<file path="src/rtl/t_skew_pkg.sv">
// Shared definitions for the skew sensor and its measurement controller.
//   STAGES_DEF      default delay-chain length of the sensor
//   LOG2_N_MAX_DEF  default largest block-size exponent
//   skew_w()        binary skew-code width for a given chain length
//   t_skew_state_e  measurement controller states
//   t_skew_res_s    result payload as seen by the register block
package t_skew_pkg;

    localparam int unsigned STAGES_DEF     = 64;
    localparam int unsigned LOG2_N_MAX_DEF = 8;

    // Code must represent 0..stages inclusive.
    function automatic int unsigned skew_w(input int unsigned stages);
        return $clog2(stages + 1);
    endfunction

    localparam int unsigned CW_DEF = skew_w(STAGES_DEF);

    typedef enum logic [1:0] {
        IDLE,
        SETTLE,
        ACCUM,
        DONE
    } t_skew_state_e;

    typedef struct packed {
        logic [CW_DEF-1:0]                min;
        logic [CW_DEF-1:0]                max;
        logic [CW_DEF+LOG2_N_MAX_DEF-1:0] sum;
        logic [CW_DEF-1:0]                avg;
    } t_skew_res_s;

endpackage

</file>
<file path="src/rtl/t_skew_median3.sv">
// Three-tap running median of the raw skew code.
//   clk_b   in  sample clock
//   rst_n   in  synchronous active-low reset, clears both taps
//   din     in  raw skew code, shifted in every cycle
//   dout_c  out median(x[k-2], x[k-1], x[k]), combinational
module t_skew_median3 #(
    parameter int unsigned W = 7
) (
    input  logic         clk_b,
    input  logic         rst_n,
    input  logic [W-1:0] din,
    output logic [W-1:0] dout_c
);

    logic [W-1:0] x1_q, x1_d;
    logic [W-1:0] x2_q, x2_d;
    logic [W-1:0] lo_c, hi_c, mid_c;

    // Two-deep tap line.
    always_ff @(posedge clk_b) begin
        if (!rst_n) begin
            x1_q <= '0;
            x2_q <= '0;
        end else begin
            x1_q <= x1_d;
            x2_q <= x2_d;
        end
    end

    // median = max(min(a,b), min(max(a,b), c))
    always_comb begin
        x1_d   = din;
        x2_d   = x1_q;
        lo_c   = (x2_q < x1_q) ? x2_q : x1_q;
        hi_c   = (x2_q < x1_q) ? x1_q : x2_q;
        mid_c  = (hi_c < din) ? hi_c : din;
        dout_c = (lo_c < mid_c) ? mid_c : lo_c;
    end

endmodule

</file>
<file path="src/rtl/t_skew_meas_ctrl.sv">
// Skew measurement controller: discards settle samples after start, then
// accumulates 2^n skew codes and reports min/max/sum/mean through a
// valid/ready result handshake.
//   clk_b, rst_n          clock, synchronous active-low reset
//   start, log2_n         begin a block (IDLE only), block-size exponent
//   skew_code             binary code from the sensor, every cycle
//   busy                  high in SETTLE and ACCUM
//   res_valid, res_ready  result handshake
//   res_min/max/sum/avg   block statistics, held until the next block ends
// Build option: SKEW_MEDIAN3_EN inserts a 3-tap median filter ahead of the
// accumulator and lengthens SETTLE by two cycles to prime it.
module t_skew_meas_ctrl
    import t_skew_pkg::*;
#(
    parameter  int unsigned STAGES     = STAGES_DEF,
    parameter  int unsigned LOG2_N_MAX = LOG2_N_MAX_DEF,
    parameter  int unsigned DISCARD    = 2,
    localparam int unsigned CW         = skew_w(STAGES),
    localparam int unsigned SW         = CW + LOG2_N_MAX
) (
    input  logic          clk_b,
    input  logic          rst_n,
    input  logic          start,
    input  logic [3:0]    log2_n,
    input  logic [CW-1:0] skew_code,
    output logic          busy,
    output logic          res_valid,
    input  logic          res_ready,
    output logic [CW-1:0] res_min,
    output logic [CW-1:0] res_max,
    output logic [SW-1:0] res_sum,
    output logic [CW-1:0] res_avg
);

`ifdef SKEW_MEDIAN3_EN
    localparam int unsigned SETTLE_LEN = DISCARD + 2;
`else
    localparam int unsigned SETTLE_LEN = DISCARD;
`endif
    localparam int unsigned NW  = (LOG2_N_MAX > 0) ? LOG2_N_MAX : 1;
    localparam int unsigned SCW = (SETTLE_LEN > 1) ? $clog2(SETTLE_LEN) : 1;

    t_skew_state_e state_q, state_d;
    logic [3:0]    n_q, n_d;
    logic [NW-1:0] cnt_q, cnt_d;
    logic [SCW-1:0] set_q, set_d;
    logic [CW-1:0] acc_min_q, acc_min_d, acc_max_q, acc_max_d;
    logic [SW-1:0] acc_sum_q, acc_sum_d;
    logic [CW-1:0] res_min_q, res_min_d, res_max_q, res_max_d, res_avg_q, res_avg_d;
    logic [SW-1:0] res_sum_q, res_sum_d;
    logic          busy_q, busy_d, res_valid_q, res_valid_d;

    logic [CW-1:0] code_c;
    logic [CW-1:0] smp_min_c, smp_max_c;
    logic [SW-1:0] smp_sum_c;
    logic          first_c, last_c;

`ifdef SKEW_MEDIAN3_EN
    t_skew_median3 #(.W(CW)) u_median3 (
        .clk_b  (clk_b),
        .rst_n  (rst_n),
        .din    (skew_code),
        .dout_c (code_c)
    );
`else
    assign code_c = skew_code;
`endif

    // State and result registers.
    always_ff @(posedge clk_b) begin
        if (!rst_n) begin
            state_q     <= IDLE;
            n_q         <= '0;
            cnt_q       <= '0;
            set_q       <= '0;
            acc_min_q   <= '0;
            acc_max_q   <= '0;
            acc_sum_q   <= '0;
            res_min_q   <= '0;
            res_max_q   <= '0;
            res_sum_q   <= '0;
            res_avg_q   <= '0;
            busy_q      <= 1'b0;
            res_valid_q <= 1'b0;
        end else begin
            state_q     <= state_d;
            n_q         <= n_d;
            cnt_q       <= cnt_d;
            set_q       <= set_d;
            acc_min_q   <= acc_min_d;
            acc_max_q   <= acc_max_d;
            acc_sum_q   <= acc_sum_d;
            res_min_q   <= res_min_d;
            res_max_q   <= res_max_d;
            res_sum_q   <= res_sum_d;
            res_avg_q   <= res_avg_d;
            busy_q      <= busy_d;
            res_valid_q <= res_valid_d;
        end
    end

    // Running statistics including the current sample; the first sample seeds them.
    always_comb begin
        first_c   = (cnt_q == '0);
        last_c    = (cnt_q == NW'((32'd1 << n_q) - 32'd1));
        smp_min_c = (first_c || (code_c < acc_min_q)) ? code_c : acc_min_q;
        smp_max_c = (first_c || (code_c > acc_max_q)) ? code_c : acc_max_q;
        smp_sum_c = (first_c ? '0 : acc_sum_q) + SW'(code_c);
    end

    // Next-state and output logic.
    always_comb begin
        state_d   = state_q;
        n_d       = n_q;
        cnt_d     = cnt_q;
        set_d     = set_q;
        acc_min_d = acc_min_q;
        acc_max_d = acc_max_q;
        acc_sum_d = acc_sum_q;
        res_min_d = res_min_q;
        res_max_d = res_max_q;
        res_sum_d = res_sum_q;
        res_avg_d = res_avg_q;

        unique case (state_q)
            IDLE: begin
                if (start) begin
                    n_d     = (log2_n > 4'(LOG2_N_MAX)) ? 4'(LOG2_N_MAX) : log2_n;
                    cnt_d   = '0;
                    set_d   = '0;
                    state_d = (SETTLE_LEN == 0) ? ACCUM : SETTLE;
                end
            end
            SETTLE: begin
                if (set_q == SCW'(SETTLE_LEN - 1)) begin
                    state_d = ACCUM;
                end else begin
                    set_d = set_q + SCW'(1);
                end
            end
            ACCUM: begin
                acc_min_d = smp_min_c;
                acc_max_d = smp_max_c;
                acc_sum_d = smp_sum_c;
                cnt_d     = cnt_q + NW'(1);
                if (last_c) begin
                    state_d   = DONE;
                    res_min_d = smp_min_c;
                    res_max_d = smp_max_c;
                    res_sum_d = smp_sum_c;
                    res_avg_d = CW'(smp_sum_c >> n_q);
                end
            end
            DONE: begin
                if (res_ready) begin
                    state_d = IDLE;
                end
            end
            default: state_d = IDLE;
        endcase

        busy_d      = (state_d == SETTLE) || (state_d == ACCUM);
        res_valid_d = (state_d == DONE);
    end

    assign busy      = busy_q;
    assign res_valid = res_valid_q;
    assign res_min   = res_min_q;
    assign res_max   = res_max_q;
    assign res_sum   = res_sum_q;
    assign res_avg   = res_avg_q;

endmodule

</file>
<file path="config.mk">
export PLATFORM = sky130hd
export DESIGN_NAME = t_skew_meas_ctrl
export DESIGN_NICKNAME = d
export VERILOG_FILES = /design/src/rtl/t_skew_pkg.sv /design/src/rtl/t_skew_median3.sv /design/src/rtl/t_skew_meas_ctrl.sv
export SDC_FILE = /design/constraint.sdc
export NUM_CORES = 1
export LEC_CHECK = 0
export CAP_MARGIN = 20
export CORE_UTILIZATION = 50
export CTS_CLUSTER_DIAMETER = 40
export DETAILED_ROUTE_END_ITERATION = 8
export PLACE_DENSITY = 0.71
export RECOVER_POWER = 50
export SKIP_LAST_GASP = 1
export SLEW_MARGIN = 20
export SYNTH_ARGS = -nofsm -noshare
export SYNTH_HDL_FRONTEND = slang
export SYNTH_SLANG_ARGS = --single-unit
</file>
<file path="constraint.sdc">
create_clock -name clk_b -period 4.9 [get_ports clk_b]
set_input_delay 0.98 -clock clk_b [delete_from_list [all_inputs] [get_ports clk_b]]
set_output_delay 0.98 -clock clk_b [all_outputs]
set_load 0.01 [all_outputs]
</file>
Word level (Yosys, flattened, before mapping)
Cells that the tools add are included.
{"block": "totals", "reg_bits": 82, "inputBits": 15, "output_inout_bits": 38, "word_cells": 55}
{"block": "classes", "addsub": 4, "n_lt_le_gt_ge": 3, "n_eq_ne": 8, "shift": 2, "n_mux": 14, "reduce_logical": 11}
{"operator": "8-bit case mux with 2 select lines", "count": 1}
{"operator": "15-bit by 7-bit adder with 15-bit output", "count": 1}
{"operator": "15-bit 2-to-1 mux", "count": 1}
{"operator": "15-bit by 4-bit right shift with 7-bit output", "count": 1}
{"operator": "7-bit 2-to-1 mux", "count": 2}
{"operator": "8-bit by 1-bit adder with 8-bit output, second input constant", "count": 1}
{"operator": "2-bit == test, second input constant", "count": 4}
{"operator": "8-bit == test", "count": 1}
{"operator": "8-bit logical NOT", "count": 1}
{"operator": "2-bit 2-to-1 mux", "count": 4}
{"operator": "8-bit 2-to-1 mux", "count": 1}
{"operator": "2-bit case mux with 4 select lines", "count": 1}
{"operator": "2-bit AND reduction", "count": 4}
{"operator": "1-bit by 4-bit left shift with 8-bit output, first input constant", "count": 1}
{"operator": "8-bit by 1-bit subtractor with 8-bit output, second input constant", "count": 1}
{"operator": "7-bit greater-than comparator", "count": 1}
{"operator": "7-bit < comparator", "count": 1}
{"operator": "2-bit by 1-bit == test with 1-bit output, second input constant", "count": 2}
{"operator": "4-bit greater-than comparator, second input constant", "count": 1}
{"operator": "4-bit 2-to-1 mux", "count": 1}
{"operator": "2-bit nonzero test", "count": 2}
{"operator": "1-bit logical OR", "count": 3}
{"operator": "2-bit logical NOT", "count": 1}
{"operator": "1-bit 2-to-1 mux", "count": 2}
{"operator": "other kinds (3)", "count": 3}

Depth between registers and ports, before layout
Gate-level depths: netlist of run 1.
{"block": "logic_depth", "word_depth": 7, "depth_mapped": 16, "depth_no_buf": 14}

Worst setup path after synthesis of run 1
No wires, ideal clock.
{"block": "synth_timing", "kind": "register to register", "from": "reg cnt_q[0]", "to": "reg res_avg_q[1], in the netlist res_avg[1]", "setup_time_ns": 0.120, "arrival_time_ns": 3.671, "required_ns": 4.780, "slack_ns": 1.110, "path_stages_with_launch": 17, "n_path_buf": 2, "synth_period_minus_slack_ns": 3.790, "path_cell_list": "dfxtp_1 -> inv_1 -> ha_1 -> nor4b_1 -> nand2_1 -> clkbuf_1 -> and2_1 -> ha_1 -> fa_1 -> a21o_1 -> a311oi_1 -> buf_2 -> nor4b_1 -> o31ai_1 -> o311ai_0 -> and3_1 -> o31a_1"}
{"block": "synth_via", "elab_chain_cells": 4, "elab_cells_between_ends": 6, "cone_classes": "1 x add/sub; 1 x eq/ne; 1 x shift; 1 x mux; 2 x reduce/logical"}
{"item": "start, declared", "line_no": "t_skew_meas_ctrl.sv:45", "text": "logic [NW-1:0] cnt_q, cnt_d;"}
{"item": "start signal, assigned", "line_no": "t_skew_meas_ctrl.sv:88", "text": "cnt_q <= cnt_d;"}
{"item": "8-bit logical NOT", "line_no": "t_skew_meas_ctrl.sv:104", "text": "first_c = (cnt_q == '0);"}
{"item": "15-bit 2-to-1 mux", "line_no": "t_skew_meas_ctrl.sv:108", "text": "smp_sum_c = (first_c ? '0 : acc_sum_q) + SW'(code_c);"}
{"item": "15-bit by 7-bit adder with 15-bit output", "line_no": "t_skew_meas_ctrl.sv:108"}
{"item": "15-bit by 4-bit right shift with 7-bit output", "line_no": "t_skew_meas_ctrl.sv:151", "text": "res_avg_d = CW'(smp_sum_c >> n_q);"}
{"item": "end signal, assigned", "line_no": "t_skew_meas_ctrl.sv:96", "text": "res_avg_q <= res_avg_d;"}
{"item": "end, declared", "line_no": "t_skew_meas_ctrl.sv:49", "text": "logic [CW-1:0] res_min_q, res_min_d, res_max_q, res_max_d, res_avg_q, res_avg_d;"}
Parallel ways exist; a longest one is shown, timed or not.
A chain may end at the register's enable or synchronous reset.

Final worst setup path of run 1
{"block": "layout_timing", "from": "reg cnt_q[0]", "to": "reg res_avg_q[0], in the netlist res_avg[0]"}
The elaborated chain is that of the path after synthesis.

==> results by group, run 1 <==
Outcome
  – Status: finished clean

Synthesis
  – Share of the synthesized area in the top cell type: 0.309
  – Post-synthesis cell type with the largest combined area: dfxtp_1
  – Yosys warns: 0
  – Main area contributors after synthesis: dfxtp_1, mux2i_1, nor2_1
  – Sequential cell area fraction in the yosys report: 0.309
  – Number of nets produced by synthesis: 706
  – Post-synth EDFFs: 0
  – Post-synthesis cell type count: 74
  – Leading register cell type out of synthesis: dfxtp_1
  – Synthesized cell area: 0.00531 mm2
  – Average size of a mapped cell: 7.97 um2
  – Async set-reset flop share out of synthesis: 0
  – Number of synthesized register bits: 82
  – Number of cells produced by synthesis: 666

Setup path
  – Required time worst endpoint: 5.18 ns
  – Worst Reg2Reg Path Length in Cells: 15
  – Worst reg2reg path startpoint: cnt_q[0]
  – Nature of the critical path endpoint: register
  – Slowest CP cell: fa_1
  – Reg2Reg Capture Point: res_avg[0]
  – Class of the most critical setup path: reg2reg
  – Arrival time of the worst setup path: 4.28 ns
  – Maximum fanout count along the critical path: 12
  – Worst-path cell chain: inv_1 -> ha_1 -> nor4b_1 -> nand2_1 -> and2_1 -> ha_1 -> fa_1 -> a21o_1 -> a311oi_1 -> buf_4 -> o21ai_0 -> and2_1 -> o21ai_0 -> o22ai_1 -> o32ai_1
  – Setup slack on the worst flop-to-flop path: 0.91 ns
  – Slowest Stage Delay on Critical Path: 0.41 ns
  – Type of element launching the critical path: register

STA
  – Min Tclk post-route: 3.99 ns
  – Final number of setup-violating endpoints: 0
  – Fmax: 0.250 GHz
  – Worst relative slew slack: 0.0452
  – Setup TNS: 0 ns
  – Transition time at the pin with the least slew margin: 1.43 ns
  – Minimum setup slack in the final design: 0.907 ns
  – RSZ-0062 raised after global routing: false
  – Final Hold Fails: 0
  – Period utilisation layout: 0.815
  – Fin. max-slew vios: 0
  – Worst setup skew after layout: 0.0148 ns

Clock tree
  – Clock transition time at the flip-flop clock pins of the worst setup and hold paths: 0.09 ns
  – Number of sinks on the clock net: 82
  – Hold Buf Count CTS: 0
  – Number of H-tree levels: 3
  – CTS tree: built
  – Root Buffer: clkbuf_8
  – Number of cells upsized or downsized after cts: 0
  – Clock buffer count from CTS: 9
  – Setup bufs post-CTS: 0
  – Clock Latency Late Sink: 0.37 ns
  – Max Buffers Root-to-Sink: 2

Die
  – Die extent in y: 105 um
  – I/O pin cnt: 53
  – Initial core utilization: 0.514
  – Die Wd: 105 um
  – Core Region: 0.0103 mm2
  – Placement Rows: 37
  – Die area: 0.0110 mm2

Drt
  – Routed wire length per instance: 17.3 um
  – Vias per inst: 6.19
  – Remaining design rule violation count: 0
  – DRT antenna net count: 0
  – Total Wirelength: 14,600 um
  – Detailed Route Iter0 Violations: 411
  – Iteration count of the initial detailed-routing pass: 5
  – Vias after detailed routing: 5,221

Layout
  – Signed area change from the synthesized netlist to the final layout: 15.6%
  – Antenna Diode Count: 0
  – Commonest cells after routing, fill and taps aside: nor2_1, dfxtp_1, nand2_1
  – Final std cells w/o fill: 844
  – Nets: 743
  – Fraction of layout instances using a drive strength above 1: 0.0763
  – Final Cell Area: 0.00614 mm2

GRT
  – Total routing resource utilization after global routing: 0.271
  – Global routing usage on met3: 0.0430
  – Largest net degree at the start of global routing: 46
  – Aggregate global routing overflow: 0
  – Via count of the first global-routing pass: 4,838
  – Met1 track demand over resource: 0.375
  – Initial antenna violation count: 0
  – GR met2 Demand/Resource: 0.418
  – Global-route wire length before repair: 23,900 um
  – GRT Max-Usage Layer: met2

Placement
  – Pre-CTS setup slack: 0.928 ns
  – Inst Count DP: 828
  – Placed Instance Area: 0.00593 mm2
  – Routability cong.: 0.916
  – IO Port Bufs: 52
  – Detailed placement HPWL: 10,400 um

Worst hold path
  – Number of cells on the worst hold path: 2
  – Worst hold path endpoint: acc_sum_q[5]
  – Class of the tightest hold or removal check: reg2reg
  – Startpoint of the worst hold path: acc_sum_q[5]

Flow run
  – Max_cap viols: 0

Power
  – Total power divided by cell area: 233 mW/mm2
  – Leak pwr: 2.27 nW
  – Worst-case vdd ir drop: 0.133 mV
[state kept, by name, summed over array words and instances, names as in the netlist]
signal	count
res_min	7
set_q	1
cnt_q	8
busy	1
res_avg	7
acc_min_q	7
res_sum	15
acc_sum_q	15
acc_max_q	7
n_q	4
res_valid	1
res_max	7
state_q	2
[power breakdown]
group,internal (mW),switching (mW),leakage [nW]
Clock,0.255,0.272,0.103
Combinational,0.0838,0.131,1.51
Sequential,0.677,0.00819,0.662
Total,1.02,0.411,2.27
[worst max path at each step]
stage                      start    endpoint  slack [ns]  depth (start not counted)
floorplan               cnt_q[0]  res_avg[1]        1.11                         16
global placement    skew_code[0]  res_avg[0]        0.89                         11
detailed placement  skew_code[0]  res_avg[0]        0.93                         11
CTS                     cnt_q[0]  res_avg[0]        0.91                         15
global route            cnt_q[0]  res_avg[0]        0.56                         15
finish                  cnt_q[0]  res_avg[0]        0.91                         15
[layer usage]
metal | wire length [um] | part of all wire
met2 | 6410 | 0.44
met5 | 0 | 0
met3 | 972 | 0.066
met1 | 6920 | 0.47
met4 | 325 | 0.022
[metrics by stage]
stage	util	hold slack (ns)	power (mW)
final	0.594	0.461	1.43
after global routing	0.594	0.470	1.48
after CTS	0.595	0.461	1.44
after detailed placement	0.575	0.447	0.916
after global placement	0.575	0.441	0.913
after floorplan	-	0.432	0.845
[cell families after synthesis]
family / after synthesis / synth area share
DFF: 82 / 0.309
adders and majority gates: 25 / 0.0604
xor gates and xnor gates: 10 / 0.0165
AOI/OAI and AO/OA: 197 / 0.257
muxes: 33 / 0.0670
buffers and inverters: 74 / 0.0608
and+or+nand+nor: 245 / 0.229
[critical path: cells and delay by family, from the launching register on]
family	cells	cell delay, ns
AOI/OAI and AO/OA	6	1.37
and+or+nand+nor	4	1.08
adders and majority gates	3	0.76
DFF	1	0.36
buffers and inverters	2	0.34
[cell usage after synthesis, drive strengths merged (10+ instances only)]
master,number
mux2i,31
nor2,82
a221oi,10
nand3,17
a21oi,51
and2,17
nor4,10
dfxtp,82
nor3,17
inv,25
buf,16
ha,24
nand2,53
clkbuf,31
o21ai,28
o211ai,16
a211oi,17
[area by class of cell]
type | count | area (um2)
clock buffers | 10 | 138
multi-input cells | 510 | 3340
clock inverters | 6 | 72.6
repair buffers | 73 | 671
flip-flops and latches | 82 | 1640
fillers | 969 | 4190
well taps | 136 | 170
inverters | 27 | 101
No activity file was read; power rests on OpenSTA's default activity.
==> run 2, diff against run 1 <==
--- a/config.mk
+++ b/config.mk
@@ -9,7 +9,7 @@
 export CORE_UTILIZATION = 50
 export CTS_CLUSTER_DIAMETER = 40
 export DETAILED_ROUTE_END_ITERATION = 8
-export PLACE_DENSITY = 0.71
+export PLACE_DENSITY = 0.74
 export RECOVER_POWER = 50
 export SKIP_LAST_GASP = 1
 export SLEW_MARGIN = 20
==> constraint.sdc (replaced) <==
create_clock -name clk_b -period 3.4 [get_ports clk_b]
set_input_delay 0.68 -clock clk_b [delete_from_list [all_inputs] [get_ports clk_b]]
set_output_delay 0.68 -clock clk_b [all_outputs]
set_load 0.01 [all_outputs]
==> run 2 against run 1 <==
  * Register-to-register slack worse by 0.88 ns
  * Clock skew down 0.0053 ns
  * Sequential power increased by 44%
  * Clock-buffer cell count increased by 1
  * Critical endpoint is now res_avg[2]
  * First-iteration DRC count is 40% higher
  * Maximum frequency grew 18%
  * Die area unchanged
  * Power rose by 38%
  * Combinational power is 69% higher
==> results by group, run 2 (same netlist as run 1, synthesis figures left out) <==
Drt
  – Routed wire length per instance: 18.0 um (+3.8%)
  – Iteration count of the initial detailed-routing pass: 5 (unchanged)
  – Vias per inst: 6.07 (-1.9%)
  – Remaining design rule violation count: 0 (unchanged)
  – Vias after detailed routing: 5,515 (+5.6%)
  – Detailed Route Iter0 Violations: 574 (+40%)
  – Total Wirelength: 16,400 um (+12%)
  – DRT antenna net count: 0 (unchanged)

GRT
  – Total routing resource utilization after global routing: 0.295 (+0.0239)
  – Global-route wire length before repair: 25,700 um (+7.2%)
  – Largest net degree at the start of global routing: 64 (+39%)
  – Via count of the first global-routing pass: 5,144 (+6.3%)
  – Initial antenna violation count: 0 (unchanged)
  – Aggregate global routing overflow: 0 (unchanged)

Setup path
  – Start point of the critical path: cnt_q[0]
  – Required time worst endpoint: 3.70 ns (-1.48 ns)
  – Worst Reg2Reg Path Length in Cells: 16 (+1)
  – Most numerous cell on the critical path: ha_4
  – Type of element launching the critical path: register
  – Setup slack on the worst flop-to-flop path: 0.03 ns (-0.88 ns)
  – Worst reg2reg path startpoint: cnt_q[0]
  – Class of the most critical setup path: reg2reg
  – Slowest Stage Delay on Critical Path: 0.36 ns (-0.05 ns)
  – CP top delay family: compound AO/OA/AOI/OAI gates
  – Capture point of the critical path: res_avg[2]
  – Arrival time of the worst setup path: 3.67 ns (-0.61 ns)
  – Slowest CP cell: fa_2
  – Reg2Reg Capture Point: res_avg[2]
  – WP depth: 16 (+1)
  – Critical path buffers and inverters: 3 (+1)
  – Maximum fanout count along the critical path: 5 (-7)
  – Worst-path cell chain: inv_2 -> ha_4 -> nor4b_4 -> nand2_2 -> and2_4 -> ha_4 -> fa_2 -> a21o_1 -> a311oi_2 -> buf_4 -> buf_6 -> o2111a_1 -> nor4_1 -> a31oi_1 -> a21oi_1 -> a211oi_1
  – Nature of the critical path endpoint: register

Power
  – Post-layout power: 1.97 mW (+38%)
  – Relative contribution of sequential cells to total power: 0.502 (+0.022)
  – Total power divided by cell area: 286 mW/mm2 (+23%)
  – Gate power share: 0.184 (+0.033)
  – Internal power consumption: 1.39 mW (+36%)
  – Switching part of the total power: 0.297 (+0.00929)
  – Switching power: 0.587 mW (+43%)
  – Worst-case vdd ir drop: 0.326 mV (+140%)
  – Leak pwr: 2.66 nW (+17%)
  – Share of power burned in the clock network: 0.315 (-0.054)

Flow run
  – Max_cap viols: 0 (unchanged)

Clock tree
  – Clock buffer count from CTS: 9 (unchanged)
  – Clock Latency Late Sink: 0.38 ns (about the same)
  – CTS tree: built
  – Hold Buf Count CTS: 0 (unchanged)
  – Number of sinks on the clock net: 82 (unchanged)
  – Root Buffer: clkbuf_8
  – Clock transition time at the flip-flop clock pins of the worst setup and hold paths: 0.08 ns (about the same)
  – Number of H-tree levels: 3 (unchanged)
  – Max Buffers Root-to-Sink: 2 (unchanged)

Die
  – I/O pin cnt: 53 (unchanged)
  – Placement Rows: 37 (unchanged)
  – Core Region: 0.0103 mm2 (unchanged)
  – Die area: 0.0110 mm2 (unchanged)
  – Die Wd: 105 um (unchanged)
  – Initial core utilization: 0.514 (unchanged)
  – Die extent in y: 105 um (unchanged)

STA
  – Period utilisation layout: 0.992 (+0.177)
  – Final Hold Fails: 0 (unchanged)
  – Worst relative slew slack: 0.0759 (+0.0306)
  – Final number of setup-violating endpoints: 0 (unchanged)
  – Worst setup skew after layout: 0.00947 ns (-0.00530 ns)
  – Fin. max-slew vios: 0 (unchanged)
  – Transition time at the pin with the least slew margin: 1.39 ns (-0.0444 ns)
  – Min Tclk post-route: 3.37 ns (-0.622 ns)
  – Worst hold slack after final layout: 0.452 ns (-0.00937 ns)
  – Minimum setup slack in the final design: 0.0288 ns (-0.878 ns)
  – RSZ-0062 raised after global routing: true
  – Fmax: 0.297 GHz (+18%)

Layout
  – Filler instances: 872 (-10%)
  – Signed area change from the synthesized netlist to the final layout: 30.0%
  – Antenna Diode Count: 0 (unchanged)
  – Fraction of layout instances using a drive strength above 1: 0.211 (+0.135)
  – Nets: 809 (+8.9%)
  – Commonest cells after routing, fill and taps aside: nor2_1, buf_4, dfxtp_1
  – Commonest non-fill, non-tap cell in the layout: nor2_1

Worst hold path
  – Startpoint of the worst hold path: acc_sum_q[5]
  – Class of the tightest hold or removal check: reg2reg

Outcome
  – Status: finished clean

Placement
  – IO Port Bufs: 52 (unchanged)
  – Routability cong.: 0.935 (+2.0%)
  – Pre-CTS setup slack: -0.0490 ns (-0.977 ns)
  – Detailed placement HPWL: 11,100 um (+7.1%)
run 2: layout make-up:
| class | instances | area, um2 | area share |
|---|---|---|---|
| well taps | 136 | 170 | 0.0247 |
| multi-input cells | 511 | 3630 | 0.527 |
| clock buffers | 11 | 131 | 0.0190 |
| repair buffers | 138 | 1200 | 0.173 |
| flip-flops and latches | 82 | 1640 | 0.238 |
| clock inverters | 4 | 20.0 | 0.00290 |
| inverters | 27 | 101 | 0.0147 |
run 2: repair_timing:
action                     4_1_cts  5_1_grt
cloned                           1        1
setup endpoints to repair        2        9
resized for setup                3       55
pin swaps                        0       39
buffers inserted                 1       14
run 2: per-stage QoR:
stage / util / instances / setup TNS (ns) / cell area, um2
floorplan: - / 666 / 0 / 5350
global placement: 0.616 / 877 / -0.00994 / 6350
detailed placement: 0.616 / 877 / -0.0775 / 6350
CTS: 0.633 / 894 / 0 / 6530
global route: 0.668 / 909 / -0.519 / 6900
finish: 0.668 / 909 / 0 / 6900
run 2: worst register-to-register path, cell delays in order (launching register included):
cell,delay (ns)
dfxtp_2,0.33
inv_2,0.06
ha_4,0.11
nor4b_4,0.22
nand2_2,0.15
and2_4,0.18
ha_4,0.16
fa_2,0.36
a21o_1,0.24
a311oi_2,0.32
buf_4,0.18
buf_6,0.11
o2111a_1,0.21
nor4_1,0.06
a31oi_1,0.24
a21oi_1,0.14
a211oi_1,0.23
run 2: worst min path at each step:
| stage | endpoint | cells past startpoint |
|---|---|---|
| 5_1_grt | acc_sum_q[5] | 2 |
| 3_5_place_dp | acc_sum_q[5] | 2 |
| 2_1_floorplan | acc_sum_q[0] | 2 |
| 6_report | acc_sum_q[5] | 2 |
| 3_3_place_gp | acc_sum_q[0] | 2 |
| 4_1_cts | acc_sum_q[5] | 2 |
run 2: power groups by stage:
| stage | Clock [mW] | Combinational, mW | Sequential (mW) |
|---|---|---|---|
| global route | 0.685 | 0.391 | 0.991 |
| CTS | 0.641 | 0.340 | 0.989 |
| global placement | 0 | 0.327 | 1.01 |
| detailed placement | 0 | 0.337 | 1.01 |
| finish | 0.620 | 0.363 | 0.989 |
| floorplan | 0 | 0.210 | 1.01 |
run 2: routing by layer:
layer  share of wire  vias up  global-route usage
met1            0.45     2613               0.386
li1                -     2648                   -
met4           0.019        0               0.109
met5               0        -                   0
met3           0.063       31              0.0649
met2            0.46      223               0.474
